[src/rtl/aes_inv_key_walk.sv]
// aes_inv_key_walk: walks AES-128 round keys from round 10 down to round 0 by undoing the expansion.
// Optional round-key replay cache is compiled in by defining INV_KEY_REPLAY_EN.
module aes_inv_key_walk #(
    parameter int KEY_LEN    = 128,
    parameter int WORD_LEN   = 32,
    parameter int NUM_ROUNDS = 10
) (
    input  logic               clk,
    input  logic               reset,
    input  logic [KEY_LEN-1:0] key_in,
    input  logic               key_valid,
    output logic               key_ready,
    output logic [KEY_LEN-1:0] round_key,
    output logic [3:0]         round_idx,
    output logic               rk_valid,
    input  logic               rk_ready,
    output logic               done
);

    typedef enum logic [1:0] {
        IDLE = 2'd0,
        EMIT = 2'd1,
        SUB  = 2'd2
`ifdef INV_KEY_REPLAY_EN
        , REPLAY = 2'd3
`endif
    } state_t;

    state_t              state;
    state_t              state_nxt;
    logic [KEY_LEN-1:0]  cur_key;
    logic [3:0]          cur_round;
    logic                done_q;
    logic                handshake;
    logic                emit_hs;
    logic                last_round;
    logic [WORD_LEN-1:0] w0, w1, w2, w3, w4, w5, w6, w7;
    logic [WORD_LEN-1:0] sb_in;
    logic [WORD_LEN-1:0] sb_out;

    function automatic logic [7:0] rcon(input logic [3:0] r);
        logic [7:0] b;
        case (r)
            4'd1:    b = 8'h01;
            4'd2:    b = 8'h02;
            4'd3:    b = 8'h04;
            4'd4:    b = 8'h08;
            4'd5:    b = 8'h10;
            4'd6:    b = 8'h20;
            4'd7:    b = 8'h40;
            4'd8:    b = 8'h80;
            4'd9:    b = 8'h1b;
            4'd10:   b = 8'h36;
            default: b = 8'h00;
        endcase
        return b;
    endfunction

    assign w4 = cur_key[4*WORD_LEN-1 -: WORD_LEN];
    assign w5 = cur_key[3*WORD_LEN-1 -: WORD_LEN];
    assign w6 = cur_key[2*WORD_LEN-1 -: WORD_LEN];
    assign w7 = cur_key[WORD_LEN-1:0];
    assign w3 = w7 ^ w6;
    assign w2 = w6 ^ w5;
    assign w1 = w5 ^ w4;
    assign sb_in = {w3[WORD_LEN-9:0], w3[WORD_LEN-1 -: 8]};
    // sb_out was captured during the EMIT handshake; cur_key is unchanged in SUB
    assign w0 = w4 ^ sb_out ^ {rcon(cur_round), {(WORD_LEN-8){1'b0}}};

`ifdef INV_KEY_REPLAY_EN
    assign rk_valid = (state == EMIT) || (state == REPLAY);
`else
    assign rk_valid = (state == EMIT);
`endif
    assign handshake  = rk_valid && rk_ready;
    assign emit_hs    = (state == EMIT) && rk_ready;
    assign last_round = (cur_round == 4'd0);
    assign key_ready  = (state == IDLE) && !reset;
    assign round_key  = cur_key;
    assign round_idx  = cur_round;
    assign done       = done_q;

    SubBytes #(.DATA_LEN(WORD_LEN)) u_sub_bytes (
        .clk      (clk),
        .reset_n  (!reset),
        .valid_in (emit_hs),
        .data_in  (sb_in),
        .data_out (sb_out)
    );

`ifdef INV_KEY_REPLAY_EN
    logic [KEY_LEN-1:0] cache [0:NUM_ROUNDS];
    logic               cache_ok;
    logic               hit;

    assign hit = cache_ok && (key_in == cache[NUM_ROUNDS]);

    always_ff @(posedge clk) begin
        if (state == EMIT)
            cache[cur_round] <= cur_key;
    end

    always_ff @(posedge clk) begin
        if (reset)
            cache_ok <= 1'b0;
        else if (state == IDLE && key_valid && !hit)
            cache_ok <= 1'b0;
        else if (handshake && last_round)
            cache_ok <= 1'b1;
    end
`endif

    always_ff @(posedge clk) begin
        if (reset)
            state <= IDLE;
        else
            state <= state_nxt;
    end

    always_comb begin
        state_nxt = state;
        case (state)
            IDLE: begin
                if (key_valid) begin
`ifdef INV_KEY_REPLAY_EN
                    state_nxt = hit ? REPLAY : EMIT;
`else
                    state_nxt = EMIT;
`endif
                end
            end
            EMIT: begin
                if (rk_ready)
                    state_nxt = last_round ? IDLE : SUB;
            end
            SUB: state_nxt = EMIT;
`ifdef INV_KEY_REPLAY_EN
            REPLAY: begin
                if (rk_ready && last_round)
                    state_nxt = IDLE;
            end
`endif
            default: state_nxt = IDLE;
        endcase
    end

    always_ff @(posedge clk) begin
        if (reset) begin
            cur_key   <= '0;
            cur_round <= '0;
            done_q    <= 1'b0;
        end else begin
            done_q <= handshake && last_round;
            if (state == IDLE && key_valid) begin
                cur_key   <= key_in;
                cur_round <= NUM_ROUNDS[3:0];
            end else if (state == SUB) begin
                cur_key   <= {w0, w1, w2, w3};
                cur_round <= cur_round - 4'd1;
            end
`ifdef INV_KEY_REPLAY_EN
            else if (state == REPLAY && rk_ready && !last_round) begin
                cur_key   <= cache[cur_round - 4'd1];
                cur_round <= cur_round - 4'd1;
            end
`endif
        end
    end

endmodule

// SubBytes: AES S-box applied to every byte of data_in, registered when valid_in is high.
// The S-box is derived arithmetically: GF(2^8) inverse followed by the affine transform.
module SubBytes #(
    parameter int DATA_LEN = 32
) (
    input  logic                clk,
    input  logic                reset_n,
    input  logic                valid_in,
    input  logic [DATA_LEN-1:0] data_in,
    output logic [DATA_LEN-1:0] data_out
);

    logic [DATA_LEN-1:0] sub_w;

    function automatic logic [7:0] gf_mul(input logic [7:0] a, input logic [7:0] b);
        logic [7:0] p;
        logic [7:0] aa;
        p  = '0;
        aa = a;
        for (int unsigned i = 0; i < 8; i++) begin
            if (b[i])
                p = p ^ aa;
            aa = {aa[6:0], 1'b0} ^ (aa[7] ? 8'h1b : 8'h00);
        end
        return p;
    endfunction

    // x^254 == x^-1 in GF(2^8), and maps 0 to 0 as the S-box requires
    function automatic logic [7:0] gf_inv(input logic [7:0] x);
        logic [7:0] r;
        logic [7:0] p;
        r = 8'h01;
        p = x;
        for (int unsigned i = 1; i < 8; i++) begin
            p = gf_mul(p, p);
            r = gf_mul(r, p);
        end
        return r;
    endfunction

    function automatic logic [7:0] sbox(input logic [7:0] x);
        logic [7:0] b;
        b = gf_inv(x);
        return b ^ {b[6:0], b[7]} ^ {b[5:0], b[7:6]} ^ {b[4:0], b[7:5]} ^ {b[3:0], b[7:4]} ^ 8'h63;
    endfunction

    always_comb begin
        sub_w = '0;
        for (int unsigned i = 0; i < DATA_LEN / 8; i++)
            sub_w[8*i +: 8] = sbox(data_in[8*i +: 8]);
    end

    always_ff @(posedge clk) begin
        if (!reset_n)
            data_out <= '0;
        else if (valid_in)
            data_out <= sub_w;
    end

endmodule

[config.mk]
export PLATFORM = sky130hd
export DESIGN_NAME = aes_inv_key_walk
export DESIGN_NICKNAME = d
export VERILOG_FILES = /design/src/rtl/aes_inv_key_walk.sv
export SDC_FILE = /design/constraint.sdc
export NUM_CORES = 2
export LEC_CHECK = 0
export ABC_CLOCK_PERIOD_IN_PS = 14350
export CAP_MARGIN = 40
export CORE_UTILIZATION = 50
export DETAILED_ROUTE_END_ITERATION = 6
export PLACE_DENSITY = 0.73
export SYNTH_ARGS = -nofsm -noshare
export SYNTH_HDL_FRONTEND = slang
export SYNTH_HIERARCHICAL = 1
export SYNTH_SLANG_ARGS = --single-unit
export TNS_END_PERCENT = 10
[constraint.sdc]
create_clock -name clk -period 14.35 [get_ports clk]
set_clock_uncertainty 0.05 [all_clocks]
set_input_delay 1.435 -clock clk [delete_from_list [all_inputs] [get_ports clk]]
set_output_delay 1.435 -clock clk [all_outputs]
set_load 0.01 [all_outputs]
==> key figures <==
Clock network
  • CTS root buf: clkbuf_16
  • Max clock buf depth: 2
  • Clock Latency Late Sink: 0.49 ns
  • H-tree levels: 4
  • Total CTS buffers: 17
  • Clk slew on worst S/H paths: about 0.070 ns
  • Sink Count: 167
  • CTS tree: done

Synthesis
  • #FFs+latches synth: roughly 170
  • Main combinational cell family by area after synthesis: XOR/XNOR gates
  • Sequential area share after synthesis: 5.022%
  • Post-synth cell types: 127
  • Post-Syn Area: 66570 sq um
  • Post-synth top cells: xnor2_1 (1541), nor2_1 (1263), nand2_1 (1023)
  • Post-synthesis xor/xnor area fraction: approximately 43%
  • Mapped Nets: 9261
  • Yosys Warn Count: 6
  • Synth Area in Adders: 0.6654%
  • Mean Syn Cell Area: 7.318 sq um
  • Mux contribution to synthesized area: 4.874%
  • Synth Flop Type: dfxtp_1
  • Gate Count Post-Synth: 9096
  • EDFF count, synth: 0
  • Compound-Gate Fraction of Synth Area: 20.07%
  • Top post-synthesis cells by area: xnor2_1 (20%), xnor3_1 (9.3%), xor2_1 (8.0%)
  • Share of synthesized cell area in and, or, nand and nor gates: 21.09%
  • Async S/R FF share, synth: 0%
  • Biggest area consumer among synthesized cells: xnor2_1
  • Dominant cell by count in the synthesized netlist: xnor2_1
  • Area share of the largest cell type after synthesis: 20.27%

STA
  • Fin crit period: 14.06 ns
  • Setup violators final: 0
  • Worst Tran Pin Value: 1.003 ns
  • Pins over their slew limit: 0
  • Fin. Hold Viols: 0
  • Fmax: 0.07114 GHz
  • Slew Limit Headroom: between 30% and 40%
  • Final worst slack: 0.2928 ns
  • Fin crit share: 97.96%
  • RSZ-0062 raised after global routing: true

Critical path
  • Worst Path Max Fanout: 15
  • Worst Setup End Kind: flop
  • R2R cell count: 58
  • CP peak stage delay: 0.62 ns
  • Launching element type of the critical path: flop
  • CP Data Arrival Time: 14.38 ns
  • Slowest cell on the critical path: xnor3_2
  • Crit Path Category: reg -> reg
  • Crit-path most repeated cell: xnor2_2
  • Worst EP required: about 15 ns

Placed design
  • Setup WS pre-CTS: -0.5536 ns
  • Dpl hpwl: 172.7 mm
  • Final GP Congestion: 0.9745
  • Port Buffer Count: 266

Final layout
  • Fillers: roughly 12000
  • Synthesis-to-finish area growth: 23.54%
  • Share of layout cells above drive strength 1: slightly above 20%
  • Multi-input gate area: 64100 sq um
  • Final #Nets: ~10000
  • Register area: 3363 sq um

Global routing
  • Global-route wire length before repair: roughly 360 mm
  • Pin count of the biggest net entering global routing: 185
  • Vias in the first global route: about 65000
  • Tot GR Track Use: 32.33%
  • Initial antenna violation count: 1
  • Total grt overflow: 0

Route
  • Total number of vias: about 70000
  • DR iter-0 viols: 7264
  • DR WL/cell: ~20 um
  • Drt drc: 0
  • Drt via density: slightly above 6
  • Post-route ant nets: 0
  • TritonRoute pass-1 iters: 7
  • Final wirelength: approximately 230 mm

Job
  • Max Cap Violations: 0

Die
  • Die area: 134600 sq um
  • Ports: 267
  • # rows: 133
  • Die X: 366.9 um
  • Die Ht: approximately 370 um
  • Initial core utilization: between 50% and 60%
  • Core area: 131800 sq um

Status
  • Outcome: complete, no violations

Min path
  • Worst Hold Path Cells: 2
  • Worst Hold Class: reg -> reg
[cell families (layout without fill, tap and decap cells)]
logic type,after synthesis,count (layout)
AOI/OAI and AO/OA,2001,2001
xor gates and xnor gates,2614,2615
adders and majority gates,36,36
buffers and inverters,755,1525
DFF,167,167
muxes,316,316
other,0,1
and+or+nand+nor,3207,3207
[path summary, 6_finish.rpt]
| check | endpoint | from | slack (ns) |
|---|---|---|---|
| setup / recovery | u_sub_bytes/data_out[22] | round_key[40] | 0.29 |
| hold / removal | u_sub_bytes/data_out[14] | u_sub_bytes/data_out[14] | 0.40 |
| hold reg to reg | u_sub_bytes/data_out[14] | u_sub_bytes/data_out[14] | 0.40 |
| setup reg to reg | u_sub_bytes/data_out[22] | round_key[40] | 0.29 |
[cell usage in the layout, fill, tap and decap left out, types with 208 or more instances in the layout]
cell and instances:
xnor2_2 275, nor2_1 1245, o21ai_0 390, xnor3_1 215, clkdlybuf4s50_1 265, xor2_1 521, mux2i_1 244, a211oi_1 208
nand2_1 1019, xnor2_1 1308, buf_4 1066, a21oi_1 449
[metal layers]
metal | part of all wire, % | vias to the layer above | track usage, %
met5 | 0 | - | 0
met4 | 2.6 | 0 | 8.053
met3 | 7.3 | 434 | 2.995
met2 | 47 | 3195 | 53.73
met1 | 43 | 33680 | 44.76
li1 | - | 33150 | -
[through the flow]
step	instances	utilization [%]	hold slack (ns)	setup TNS, ns	cell area, sq um
2_1_floorplan	9096	-	0.3786	-0.05832	67130
3_3_place_gp	11400	58.27	0.3961	-7.022	76790
3_5_place_dp	11420	58.44	0.3959	-11.70	77020
4_1_cts	11480	59.50	0.4056	-0.02412	78420
5_1_grt	11620	62.40	0.4247	-6.021	82240
6_report	11620	62.40	0.4024	0	82240
[cell type report]
type / count / share of cell area, %
timing repair buffer: 1392 / 14.12
clock buffer: 20 / 0.5431
sequential: 167 / 4.090
antenna: 1 / 0.003043
inverter: 101 / 0.4640
tap: 1755 / 2.670
clock inverter: 12 / 0.1643
multi-input combinational: 8175 / 77.95
[what timing repair did]
action / CTS / global route
setup buffers: 28 / 138
resized for setup: 91 / 483
pin swaps: 29 / 187
hold buffers: 0 / 0
gates cloned: 0 / 1
setup endpoints to repair: 32 / 32
[sequential cells by signal (all words and copies together) (netlist names)]
register,flops
state,2
u_sub_bytes/data_out,32
round_key,128
done,1
round_idx,4
[worst max-delay path: cells and delay by family (launching register included)]
family / cells / cell delay, ns
compound gates: 5 / 0.89
fa+ha+maj: 1 / 0.36
flops: 1 / 0.39
mux: 2 / 0.42
simple gates: 5 / 0.57
xor+xnor: 36 / 9.52
buf+inv: 9 / 1.66
Power is not shown: default switching activity piles up to over one toggle a cycle in this logic, so the estimate is an artifact.
